--- src/rtl/reg_write_arbiter.sv ---
// reg_write_arbiter
//   Owns the single register-file write port. Pipeline writeback has priority;
//   long-latency unit (LLU) results are buffered in a small FIFO and drained on
//   idle write-port cycles. If writeback keeps the FIFO blocked for
//   STARVE_LIMIT cycles, wb_hold freezes writeback for one cycle so the FIFO
//   head gets through. A per-register scoreboard (busy) tracks LLU
//   destinations in flight so decode can stall on hazards.
//
// Ports
//   clk, reset                      clock, synchronous active-high reset
//   wb_wr/wb_addr/wb_din            writeback write request
//   wb_hold                         writeback must freeze this cycle
//   llu_issue/llu_issue_addr        LLU op issued, marks destination busy
//   llu_valid/llu_addr/llu_data     LLU result, pushed when llu_ready
//   llu_ready                       FIFO has room (registered count only)
//   chk_a/b/d_addr, stall           decode hazard check against busy
//   busy                            scoreboard vector
//   wr_reg/reg_addr/reg_din         register-file write port
//   proto_err                       sticky protocol violation
module reg_write_arbiter #(
  parameter int DBITS               = 32,
  parameter int REG_INDEX_BIT_WIDTH = 4,
  parameter int NUM_REGS            = 16,
  parameter int FIFO_DEPTH          = 2,
  parameter int STARVE_LIMIT        = 8
) (
  input  logic                           clk,
  input  logic                           reset,
  input  logic                           wb_wr,
  input  logic [REG_INDEX_BIT_WIDTH-1:0] wb_addr,
  input  logic [DBITS-1:0]               wb_din,
  output logic                           wb_hold,
  input  logic                           llu_issue,
  input  logic [REG_INDEX_BIT_WIDTH-1:0] llu_issue_addr,
  input  logic                           llu_valid,
  input  logic [REG_INDEX_BIT_WIDTH-1:0] llu_addr,
  input  logic [DBITS-1:0]               llu_data,
  output logic                           llu_ready,
  input  logic [REG_INDEX_BIT_WIDTH-1:0] chk_a_addr,
  input  logic [REG_INDEX_BIT_WIDTH-1:0] chk_b_addr,
  input  logic [REG_INDEX_BIT_WIDTH-1:0] chk_d_addr,
  output logic                           stall,
  output logic [NUM_REGS-1:0]            busy,
  output logic                           wr_reg,
  output logic [REG_INDEX_BIT_WIDTH-1:0] reg_addr,
  output logic [DBITS-1:0]               reg_din,
  output logic                           proto_err
);

  localparam int PW = (FIFO_DEPTH > 1) ? $clog2(FIFO_DEPTH) : 1;
  localparam int CW = $clog2(FIFO_DEPTH + 1);
  localparam int SW = $clog2(STARVE_LIMIT + 1);

  logic [REG_INDEX_BIT_WIDTH-1:0] r_fifo_addr [FIFO_DEPTH];
  logic [DBITS-1:0]               r_fifo_data [FIFO_DEPTH];
  logic [PW-1:0]                  r_rd_ptr;
  logic [PW-1:0]                  r_wr_ptr;
  logic [CW-1:0]                  r_count;
  logic [SW-1:0]                  r_starve_left;
  logic                           r_wb_hold;
  logic                           r_proto_err;
  logic [NUM_REGS-1:0]            r_busy;

  logic                           w_fifo_nempty;
  logic                           w_push;
  logic                           w_pop;
  logic                           w_wb_grant;
  logic                           w_err;
  logic [REG_INDEX_BIT_WIDTH-1:0] w_head_addr;
  logic [DBITS-1:0]               w_head_data;
  logic [NUM_REGS-1:0]            w_set_mask;
  logic [NUM_REGS-1:0]            w_clr_mask;

  assign w_fifo_nempty = (r_count != '0);
  assign llu_ready     = (r_count < CW'(FIFO_DEPTH));
  assign w_push        = llu_valid & llu_ready;
  assign w_head_addr   = r_fifo_addr[r_rd_ptr];
  assign w_head_data   = r_fifo_data[r_rd_ptr];

  // Write-port grant; everything is held idle while reset is asserted.
  always_comb begin
    w_pop      = 1'b0;
    w_wb_grant = 1'b0;
    if (!reset) begin
      if (r_wb_hold && w_fifo_nempty) w_pop = 1'b1;
      else if (wb_wr)                 w_wb_grant = 1'b1;
      else if (w_fifo_nempty)         w_pop = 1'b1;
    end
  end

  always_comb begin
    wr_reg   = w_pop | w_wb_grant;
    reg_addr = '0;
    reg_din  = '0;
    if (w_pop) begin
      reg_addr = w_head_addr;
      reg_din  = w_head_data;
    end else if (w_wb_grant) begin
      reg_addr = wb_addr;
      reg_din  = wb_din;
    end
  end

  assign w_set_mask = llu_issue ? (NUM_REGS'(1) << llu_issue_addr) : '0;
  assign w_clr_mask = w_pop     ? (NUM_REGS'(1) << w_head_addr)    : '0;

  // Re-issuing to a register whose result drains this very cycle is legal.
  assign w_err = (llu_valid & ~llu_ready)
               | (llu_issue & r_busy[llu_issue_addr] & ~w_clr_mask[llu_issue_addr])
               | (w_wb_grant & r_busy[wb_addr])
               | (llu_valid & ~r_busy[llu_addr]);

  // Result storage needs no reset; only entries below count are ever read.
  always_ff @(posedge clk) begin
    if (w_push && !reset) begin
      r_fifo_addr[r_wr_ptr] <= llu_addr;
      r_fifo_data[r_wr_ptr] <= llu_data;
    end
  end

  always_ff @(posedge clk) begin
    if (reset) begin
      r_rd_ptr      <= '0;
      r_wr_ptr      <= '0;
      r_count       <= '0;
      r_starve_left <= SW'(STARVE_LIMIT);
      r_wb_hold     <= 1'b0;
      r_proto_err   <= 1'b0;
      r_busy        <= '0;
    end else begin
      if (w_push)
        r_wr_ptr <= (r_wr_ptr == PW'(FIFO_DEPTH - 1)) ? '0 : r_wr_ptr + PW'(1);
      if (w_pop)
        r_rd_ptr <= (r_rd_ptr == PW'(FIFO_DEPTH - 1)) ? '0 : r_rd_ptr + PW'(1);
      r_count <= r_count + CW'(w_push) - CW'(w_pop);

      // Down-counter of remaining blocked cycles; terminal count raises hold.
      r_wb_hold <= 1'b0;
      if (w_pop || !w_fifo_nempty) begin
        r_starve_left <= SW'(STARVE_LIMIT);
      end else if (wb_wr) begin
        if (r_starve_left == SW'(1)) begin
          r_wb_hold     <= 1'b1;
          r_starve_left <= SW'(STARVE_LIMIT);
        end else begin
          r_starve_left <= r_starve_left - SW'(1);
        end
      end

      // Set after clear so a same-cycle issue wins.
      r_busy      <= (r_busy & ~w_clr_mask) | w_set_mask;
      r_proto_err <= r_proto_err | w_err;
    end
  end

  assign wb_hold   = r_wb_hold;
  assign busy      = r_busy;
  assign proto_err = r_proto_err;
  assign stall     = r_busy[chk_a_addr] | r_busy[chk_b_addr] | r_busy[chk_d_addr];

endmodule

--- config.mk ---
export PLATFORM = sky130hd
export DESIGN_NAME = reg_write_arbiter
export DESIGN_NICKNAME = d
export VERILOG_FILES = /design/src/rtl/reg_write_arbiter.sv
export SDC_FILE = /design/constraint.sdc
export NUM_CORES = 1
export LEC_CHECK = 0
export CORE_ASPECT_RATIO = 1.1
export CORE_MARGIN = 4
export CORE_UTILIZATION = 35
export CTS_CLUSTER_DIAMETER = 40
export DETAILED_ROUTE_END_ITERATION = 16
export PLACE_DENSITY = 0.72
export SLEW_MARGIN = 20
export SYNTH_ARGS = -nofsm -noshare
export SYNTH_HDL_FRONTEND = slang
export SYNTH_SLANG_ARGS = --single-unit
--- constraint.sdc ---
create_clock -name clk -period 7.7 [get_ports clk]
set_input_delay 1.155 -clock clk [delete_from_list [all_inputs] [get_ports clk]]
set_output_delay 1.155 -clock clk [all_outputs]
set_load 0.02 [all_outputs]
======== Yosys cells after proc, flatten, opt, wreduce, memory -nomap -nowiden ========
Memory sizes are Yosys's and may differ from the RTL's. A register that Yosys moved wholly into a read port is not among the register bits.
Index checks and enable logic that the tools add are counted.
word-level totals
  register bits after elaboration ......... 26
  RAM bits ................................ 72
  input port bits ......................... 93
  output and inout bits ................... 57
  logic and storage cells ................. 89
  memories kept ........................... 2
memories
  name         depth  bits a word  rd ports  clocked after Yosys merged registers in  write ports  RTL line  RTL
  r_fifo_data  2      32           1         1                                        1            55        logic [DBITS-1:0] r_fifo_data [FIFO_DEPTH];
  r_fifo_addr  2      4            1         1                                        1            54        logic [REG_INDEX_BIT_WIDTH-1:0] r_fifo_addr [FIFO_DEPTH];
operators by class
  add/sub/neg operators ................... 5
  $lt $le $gt $ge ......................... 7
  equal/unequal tests ..................... 1
  shifts and indexed selects .............. 2
  mux-type cells .......................... 37
  bitwise gates (word level) .............. 20
  reduce and logical (&&, ||, !) cells .... 8
operators with widths
  cell                  count
  $mux 32               2
  $mux 16               2
  $shl 1x4->16 const A  2
  $lt 4x5->1 const B    6
  $bmux 1 s4            7
  $mux 1                23
  $and 16x16->16        1
  $not 16->16           1
  $or 16x16->16         1
  $mux 4                3
  $or 1x1->1            7
  $and 1x1->1           6
  $eq 4x1->1 const B    1
  $not 1->1             4
  $sub 4x1->4 const B   1
  $reduce_or 3->1       1
  $add 1x1->1 const B   2
  $add 2x1->2           1
  $logic_and 1x1->1     2
  $logic_not 1->1       2
  $lt 2x2->1 const B    1
  $reduce_bool 2->1     1
  $reduce_or 2->1       1
  $sub 2x1->2           1
  $logic_or 1x1->1      1

======== Logic depth before layout (Yosys ltp) ========
Gate-level depths: netlist (run 1).
  depth after elaboration ................. 14
  gate-level depth with buffers ........... 11
  mapped depth without buffers ............ 9

======== Worst setup path after synthesis (run 1) ========
No wires, ideal clock.
  kind .................................... in2reg
  start point ............................. in reset
  end point ............................... mem r_fifo_addr[1][0], enable pin
  setup time .............................. 482 ps
  arrival ................................. 4045 ps
  data required time ...................... 7218 ps
  setup slack ............................. 3173 ps
  stages .................................. 2
  path buffers ............................ 1
  cells stage by stage .................... clkbuf_1 -> nor3b_1
between the ends
  longest elaborated chain between the ends .. 4
RTL lines
  element                       RTL line  RTL
  from (decl)                   28        input logic reset,
  $logic_not 1->1               115       if (w_push && !reset) begin
  $logic_and 1x1->1             115
  $mux 1                        115
  $mux 1 (not written as such)  116       r_fifo_addr[r_wr_ptr] <= llu_addr;
  to (decl)                     54
No other way between the ends.

======== Worst setup path after layout (run 1) ========
  start point ............................. in reset
  end point ............................... out reg_addr[2]
between the ends
  longest elaborated chain between the ends .. 3
  elaborated cells between the ends (all ways) .. 4
  classes of those cells .................. 4 x mux
RTL lines
  element     RTL line  RTL
  $mux 1      84        if (!reset) begin
  $mux 4      98        end else if (w_wb_grant) begin
  $mux 4 (*)  95        if (w_pop) begin
  to (decl)   45        output logic [REG_INDEX_BIT_WIDTH-1:0] reg_addr,
Mark *: on every way between the ends. The rest lies on a longest branch, timed or not.

==> flow_summary.toml, run 1 <==
[worst_setup_path]
ff2ff_setup_slack_ps = 5260
crit_fanout = 34
critPathKind = "in -> out"
worst_setup_path_end_kind = "primary output"
cp.arrival_ps = 4400
cp.required_ps = 6550
crit_path_start_kind = "input port"

[hold_path]
hp-class = "reg -> reg"

[yosys]
async_flop_share_pct = 0
synthDistinctLibCells = 41
syn_avg_cell_area_um2 = 12.13
netlist_area_um2 = 4972
synth_seq_cells = 99
synth_area_leaders = "edfxtp_1 (43%), dfxtp_1 (11%), mux4_2 (8.6%)"
yosysSeqAreaShare_pct = 54.35
syn-num-nets = 507
synth_top_cell_area_share_pct = 43.48
netlist_instances = 410
yosys.area.top_type = "edfxtp_1"
synthFlopType = "edfxtp_1"
ys.warnings.count = 0
synth_edf_count = 72

[sta]
hold_viol = 0
post-route-period-util_pct = 72.14
relSlewSlack_pct = 30.73
tightest_slew_ps = 1036
setup_viol = 0
hold_ws_ps = 529.7
fin_skew_ps = 8.134
fin_tns_setup_ps = 0
rsz0062_at_grt = "no"
fin_crit_ps = 5555
fmax_mhz = 180.0
worst_slack_ps = 2145
final_max_slew_viol_count = 0

[cts]
cts_buffers = 9
postCtsHoldBufs = 0
cts_buffer_depth = 2
cts.sinks = 99
cts.clk_slew.worst_paths_ps = 60
h-tree-depth = 3
cts_resized = 0
cts-root-buf = "clkbuf_16"
cts_tree = "yes"
post-cts-setup-buffers = 0
insertion_delay_ps = 340

[detailed_routing]
drt-pass1-iter-count = 4
wl_um = 13530
ant_nets = 0
routed-via-count = 3909
viasPerCell = 5.247
route.detailed.drc = 0
drt_iter0_markers = 228
wl_per_cell_um = 18.16

[floorplan]
die_y_um = 133.0
coreArea_um2 = 13850
die_w_um = 121.6
fp.dieArea_um2 = 16180
fp-row-count = 45
start_util_pct = 35.90
io_pins = 150

[power]
switchingPower_mw = 0.4427
powerDensity_nw_per_um2 = 217.7
intPower_mw = 1.073
comb_power_share_pct = 26.3
p_leak_nw = 2.329
ir_drop_v = 0.0001210
p_sw_share_pct = 29.22
pwr-share-clk_pct = 30.2
seqPwrFrac_pct = 43.5

[cells_and_area]
n_antenna_cell = 0
final_util_pct = 50.26
multi_input_area_um2 = 2153
nets = 649
regArea_um2 = 2704
fill_cells = 1276
syn2layout_area_growth_pct = 40.01
drive_gt1_share_pct = 8.438

[global_route]
grt_pass1_wl_um = 21170
grt_remaining_overflow = 0
grt_max_degree = 51
grt_antenna_before_repair = 0
grt_usage_pct = 16.56
grt_pass1_vias = 4193

[place]
place_ws_ps = 1978
hpwl_um = 9750
routabilityCongestion = 0.8399
numPortBuffers = 149

[outcome]
outcome = "finished clean"

[run]
drv_cap = 0
==> placed cells by master (no fill, tap or decap), types with 2 or more instances in the layout <==
| master | count |
|---|---|
| mux4_1 | 6 |
| nand3b_1 | 2 |
| edfxtp_1 | 72 |
| a32oi_1 | 2 |
| buf_4 | 4 |
| nor3_1 | 3 |
| nor3b_1 | 2 |
| xor2_1 | 5 |
| or3_1 | 2 |
| dfxtp_1 | 26 |
| clkdlybuf4s50_1 | 149 |
| o21ai_0 | 53 |
| inv_6 | 2 |
| ha_1 | 4 |
| a31oi_1 | 3 |
| mux4_2 | 19 |
| nand3_1 | 7 |
| mux2i_1 | 40 |
| mux2_2 | 2 |
| nor2b_1 | 7 |
| nand2_1 | 56 |
| nor2_1 | 19 |
| xnor2_1 | 8 |
| a21oi_1 | 18 |
| a211oi_1 | 2 |
| inv_1 | 9 |
| clkbuf_16 | 9 |
| and3b_1 | 2 |
==> per-layer routing <==
layer / up-vias / GRT usage [%] / part of all wire, %
met4: 0 / 6.538 / 1.2
met2: 199 / 27.34 / 48
met3: 13 / 5.344 / 9.8
li1: 1831 / - / -
met1: 1866 / 20.02 / 41
met5: - / 0 / 0
==> path summary, 6_finish.rpt <==
path,end,start,cells after the start
worst max-delay path,reg_addr[2],reset,6
worst min-delay path,flip-flop,r_rd_ptr,2
worst max register to register,r_count[1],wb_hold,9
worst min register to register,flip-flop,r_rd_ptr,2
==> final cells by class <==
| type | count | area share, % |
|---|---|---|
| flip-flops and latches | 99 | 38.84 |
| clock buffers | 9 | 3.235 |
| clock inverters | 7 | 1.222 |
| multi-input cells | 279 | 30.93 |
| inverters | 10 | 0.5392 |
| repair buffers | 153 | 21.85 |
| well taps | 188 | 3.379 |
==> power groups by stage <==
stage	clock network, mW	registers, mW	logic [mW]
global placement	0	0.669	0.394
finish	0.458	0.659	0.398
CTS	0.471	0.659	0.404
global route	0.491	0.665	0.434
detailed placement	0	0.671	0.402
floorplan	0	0.670	0.224
==> sequential cells by signal, summed over array words and instances (netlist names), named ones only <==
signal / count
r_wr_ptr: 1
r_count: 2
wb_hold: 1
r_rd_ptr: 1
r_starve_left: 4
proto_err: 1
r_fifo_data: 64
busy: 16
r_fifo_addr: 8
==> metrics by stage <==
stage	instance area (um^2)	instances	total power, mW
after CTS	6960	745	1.535
after detailed placement	6650	729	1.074
after floorplan	4972	410	0.8949
final	6962	745	1.515
after global placement	6650	729	1.062
after global routing	6962	745	1.590
==> synth_stat cells, drive strengths merged, types with 5 or more instances <==
cell type / n
xnor2: 8
edfxtp: 72
xor2: 5
mux2i: 40
nor2: 19
mux4: 25
a21oi: 18
o21ai: 53
dfxtp: 27
nor2b: 7
clkbuf: 16
buf: 6
nand3: 7
inv: 10
nand2: 56
==> kinds of logic (layout without fill, tap and decap cells) <==
family | count (synthesis) | in the layout | share of synthesized area [%]
muxes | 67 | 67 | 20.28
xor gates and xnor gates | 13 | 13 | 2.290
adders and majority gates | 4 | 4 | 1.007
AOI/OAI and AO/OA | 87 | 87 | 9.688
buffers and inverters | 32 | 179 | 2.567
DFF | 99 | 99 | 54.35
and+or+nand+nor | 108 | 108 | 9.814
==> critical path: stages <==
cell and delay [ps]:
clkdlybuf4s50_1 930, or3_2 1000, inv_2 300, nor2_1 70, a311oi_1 260, clkdlybuf4s50_1 660
Note: power is estimated with default switching activity, not from simulation.
==> run 2: changes to the inputs <==
Clock period 7.7 ns to 5.7 ns, I/O delays scaled along.
==> run 2 against run 1 <==
First-iteration DRC count is 6.1% higher. Final area is 0.41% higher. Utilization is 0.21 points higher. Clock power is 43% higher. Critical endpoint is now stall. Register-to-register slack worse by 1800 ps. Hold slack better by 11 ps.
==> flow_summary.toml, run 2 (synthesis results as in run 1) <==
[power]
ir_drop_v = 0.0001447
p_leak_nw = 2.344
power.total_mw = 2.085
powerDensity_nw_per_um2 = 298.3

[cells_and_area]
final_common_cell = "clkdlybuf4s50_1"
drive_gt1_share_pct = 8.408
instances_no_fill = 747
final_cell_mix = "clkdlybuf4s50_1 (149), edfxtp_1 (72), nand2_1 (56)"
syn2layout_area_growth_pct = 40.59
fill_cells = 1254
largest_register = "r_fifo_data"
final_util_pct = 50.47
nets = 651
n_antenna_cell = 0
largest_reg_flops = 64

[cts]
cts.clk_slew.worst_paths_ps = 60
post-cts-setup-buffers = 0
h-tree-depth = 3
cts-root-buf = "clkbuf_16"
cts.sinks = 99
cts_buffer_depth = 2
postCtsHoldBufs = 0
cts_tree = "yes"
insertion_delay_ps = 340
cts_resized = 0
cts_buffers = 9

[sta]
fin_tns_setup_ps = 0
hold_viol = 0
rsz0062_at_grt = "no"
post-route-period-util_pct = 75.20
fin_crit_ps = 4286
fmax_mhz = 233.3
tightest_slew_ps = 723.3
relSlewSlack_pct = 51.78
setup_viol = 0
fin_skew_ps = 7.538
final_max_slew_viol_count = 0

[global_route]
grt_antenna_before_repair = 0
grt_pass1_vias = 4093
grt_usage_pct = 16.54
grt_remaining_overflow = 0
grt_max_degree = 51
grt_pass1_wl_um = 21100

[worst_setup_path]
worst_setup_path_end_kind = "primary output"
cp.arrival_ps = 3430
crit_fanout = 4
ff2ff_setup_slack_ps = 3490
cp.required_ps = 4850
crit_path_start_kind = "input port"
critPathKind = "in -> out"

[outcome]
outcome = "finished clean"

[floorplan]
fp-row-count = 45
die_y_um = 133.0
coreArea_um2 = 13850
fp.dieArea_um2 = 16180
start_util_pct = 35.90
die_w_um = 121.6
io_pins = 150

[detailed_routing]
ant_nets = 0
wl_per_cell_um = 18.05
route.detailed.drc = 0
viasPerCell = 5.307
drt-pass1-iter-count = 5
routed-via-count = 3964
wl_um = 13490
drt_iter0_markers = 242

[hold_path]
hp-class = "reg -> reg"

[place]
hpwl_um = 9746
place_inst = 731
numPortBuffers = 149
routabilityCongestion = 0.8530

[run]
drv_cap = 0
[run 2: cell types whose count changed in the layout (fill, tap and decap cells not counted)]
cell       before  now
clkinv_8        1    0
or3_2           1    0
or3_1           2    3
inv_8           0    1
bufinv_16       1    2
clkbuf_1        0    1
buf_4           4    6
clkinv_4        1    0
clkinv_2        1    0
[run 2: path summary, 6_finish.rpt]
path,start,end,cells after the start
worst max register to register,flip-flop,proto_err,6
worst max-delay path,chk_a_addr[0],stall,5
worst min-delay path,r_rd_ptr,r_rd_ptr,2
worst min register to register,r_rd_ptr,r_rd_ptr,2
[run 2: critical path, cell delays in order]
cell and delay [ps]:
clkdlybuf4s50_1 590, mux4_1 590, mux4_2 480, or3_1 370
clkdlybuf4s50_1 540
[run 2: metal layers]
| metal | vias up | global-route usage (%) | part of all wire (%) |
|---|---|---|---|
| met5 | - | 0 | 0 |
| met4 | 0 | 5.355 | 1.8 |
| met3 | 21 | 5.515 | 9.6 |
| met2 | 205 | 27.04 | 48 |
| met1 | 1901 | 20.62 | 41 |
| li1 | 1837 | - | - |
[run 2: layout make-up]
class                      count  area [um^2]  area share [%]
tap                          188        235.2           3.365
clock buffer                  10        229.0           3.275
inverter                      10        37.54          0.5370
sequential                    99         2704           38.68
multi-input combinational    279         2152           30.79
timing repair buffer         155         1536           21.98
clock inverter                 6        96.34           1.378
[run 2: power breakdown]
part / switching (mW) / leakage (nW) / internal (mW)
Clock: 0.263 / 0.156 / 0.391
Combinational: 0.290 / 1.31 / 0.249
Sequential: 0.0370 / 0.880 / 0.855
Total: 0.590 / 2.34 / 1.50
[run 2: stage by stage]
| stage | instance area [um^2] | hold slack, ps | setup WS (ps) |
|---|---|---|---|
| floorplan | 4972 | 481.3 | 1473 |
| global placement | 6665 | 502.1 | 1466 |
| detailed placement | 6665 | 521.4 | 1408 |
| CTS | 6990 | 537.2 | 1407 |
| global route | 6990 | 577.7 | 1287 |
| finish | 6990 | 540.4 | 1414 |
==> run 3: changes to the inputs <==
Settings changed: PLACE_DENSITY 0.72 to 0.74.
Clock period 5.7 ns to 3.7 ns, I/O delays scaled along.
==> run 3 against run 2 <==
Clock-buffer cell count shrank 1. Hold slack lost 27 ps. Die area is the same. Cell count grew 0.13%. Final area is essentially flat. Clock skew shrank 3.1 ps. Largest cell class unchanged.
==> flow_summary.toml, run 3 (synthesis results as in run 1) <==
[global_route]
grt_max_degree = 38
grt_pass1_wl_um = 21170
grt_antenna_before_repair = 0
grt_remaining_overflow = 0
grt_usage_pct = 16.58
grt_pass1_vias = 4157

[place]
hpwl_um = 9861
numPortBuffers = 149
routabilityCongestion = 0.8631
place_ws_ps = 23.86
place_inst = 732

[sta]
hold_viol = 0
rsz0062_at_grt = "no"
post-route-period-util_pct = 92.26
worst_slack_ps = 286.3
setup_viol = 0
tightest_slew_ps = 902.0
fin_tns_setup_ps = 0
fin_skew_ps = 4.475
relSlewSlack_pct = 39.86
final_max_slew_viol_count = 0
fin_crit_ps = 3414
fmax_mhz = 292.9

[floorplan]
coreArea_um2 = 13850
fp.dieArea_um2 = 16180
die_w_um = 121.6
io_pins = 150
fp-row-count = 45
die_y_um = 133.0
start_util_pct = 35.90

[detailed_routing]
route.detailed.drc = 0
viasPerCell = 5.302
wl_um = 13310
drt-pass1-iter-count = 5
routed-via-count = 3966
ant_nets = 0
drt_iter0_markers = 254
wl_per_cell_um = 17.80

[worst_setup_path]
crit_fanout = 13
cp.arrival_ps = 2860
crit_path_start_kind = "input port"
worst_path_max_delay_cell = "clkdlybuf4s50_1"
rr_endpoint = "proto_err"
cp_common_cell = "clkdlybuf4s50_1"
ff2ff_setup_slack_ps = 1510
cp_cell_sequence = "clkdlybuf4s50_1, nor2b_1, or3_1, inv_2, nor2_1, a311oi_1, clkdlybuf4s50_1"
ff2ff_path_depth = 5
cp.required_ps = 3140
critPathKind = "in -> out"
cp_slowest_stage_delay_ps = 680
worst_setup_path_end_kind = "primary output"

[outcome]
outcome = "finished clean"

[cts]
cts_buffer_depth = 2
cts_buffers = 9
insertion_delay_ps = 340
h-tree-depth = 3
cts_tree = "yes"
post-cts-setup-buffers = 0
cts.sinks = 99
cts.clk_slew.worst_paths_ps = 70
cts-root-buf = "clkbuf_16"
cts_resized = 0
postCtsHoldBufs = 0

[cells_and_area]
n_antenna_cell = 0
largest_reg_flops = 64
nets = 652
syn2layout_area_growth_pct = 40.56
final_common_cell = "clkdlybuf4s50_1"
fill_cells = 1244
largest_register = "r_fifo_data"
final_cell_mix = "clkdlybuf4s50_1 (147), edfxtp_1 (72), nand2_1 (56)"
drive_gt1_share_pct = 8.571
instances_no_fill = 748

[run]
drv_cap = 0

[power]
ir_drop_v = 0.0002843
powerDensity_nw_per_um2 = 445.1
p_leak_nw = 2.364

[hold_path]
whs_path_depth = 2
hp-class = "reg -> reg"
worstHoldStart = "r_rd_ptr"
run 3: worst max path at each step:
stage / start / endpoint / depth (start not counted) / slack (ps)
3_3_place_gp: chk_a_addr[0] / stall / 5 / 60
4_1_cts: chk_a_addr[0] / stall / 5 / 10
6_report: wb_wr / reg_addr[2] / 7 / 290
5_1_grt: wb_wr / reg_addr[2] / 7 / 140
3_5_place_dp: chk_b_addr[0] / stall / 5 / 20
2_1_floorplan: reset / reg_addr[2] / 7 / 980
run 3: report_power, final:
part,switching [mW],total [mW],internal (mW),leakage (nW)
sequential,0.0907,1.41,1.32,0.880
combinational,0.420,0.809,0.389,1.35
clock,0.425,0.894,0.469,0.135
total,0.935,3.11,2.18,2.36
run 3: critical path, delay by kind of cell:
family                 cells  cell delay [ps]
AOI/OAI and AO/OA          1              370
buffers and inverters      3             1300
and+or+nand+nor            3              640
run 3: metal layers:
metal / track usage [%] / vias to the layer above / routed length, um
li1: - / 1840 / -
met1: 20.79 / 1902 / 5289
met2: 27.59 / 210 / 6530
met3: 5.259 / 14 / 1318
met4: 4.483 / 0 / 174
met5: 0 / - / 0
run 3: layout make-up:
class | instances | area [um^2] | area share [%]
sequential | 99 | 2704 | 38.69
timing repair buffer | 156 | 1562 | 22.34
clock buffer | 9 | 225.2 | 3.222
multi-input combinational | 279 | 2165 | 30.97
inverter | 10 | 37.54 | 0.5371
clock inverter | 7 | 61.31 | 0.8772
tap | 188 | 235.2 | 3.366
run 3: through the flow:
| step | instance area [um^2] | utilization, % | power (mW) | hold slack, ps |
|---|---|---|---|---|
| floorplan | 4982 | - | 1.861 | 481.3 |
| global placement | 6698 | 48.36 | 2.221 | 494.8 |
| detailed placement | 6698 | 48.36 | 2.252 | 502.0 |
| CTS | 6984 | 50.42 | 3.143 | 519.6 |
| global route | 6989 | 50.46 | 3.270 | 562.0 |
| finish | 6989 | 50.46 | 3.111 | 513.4 |
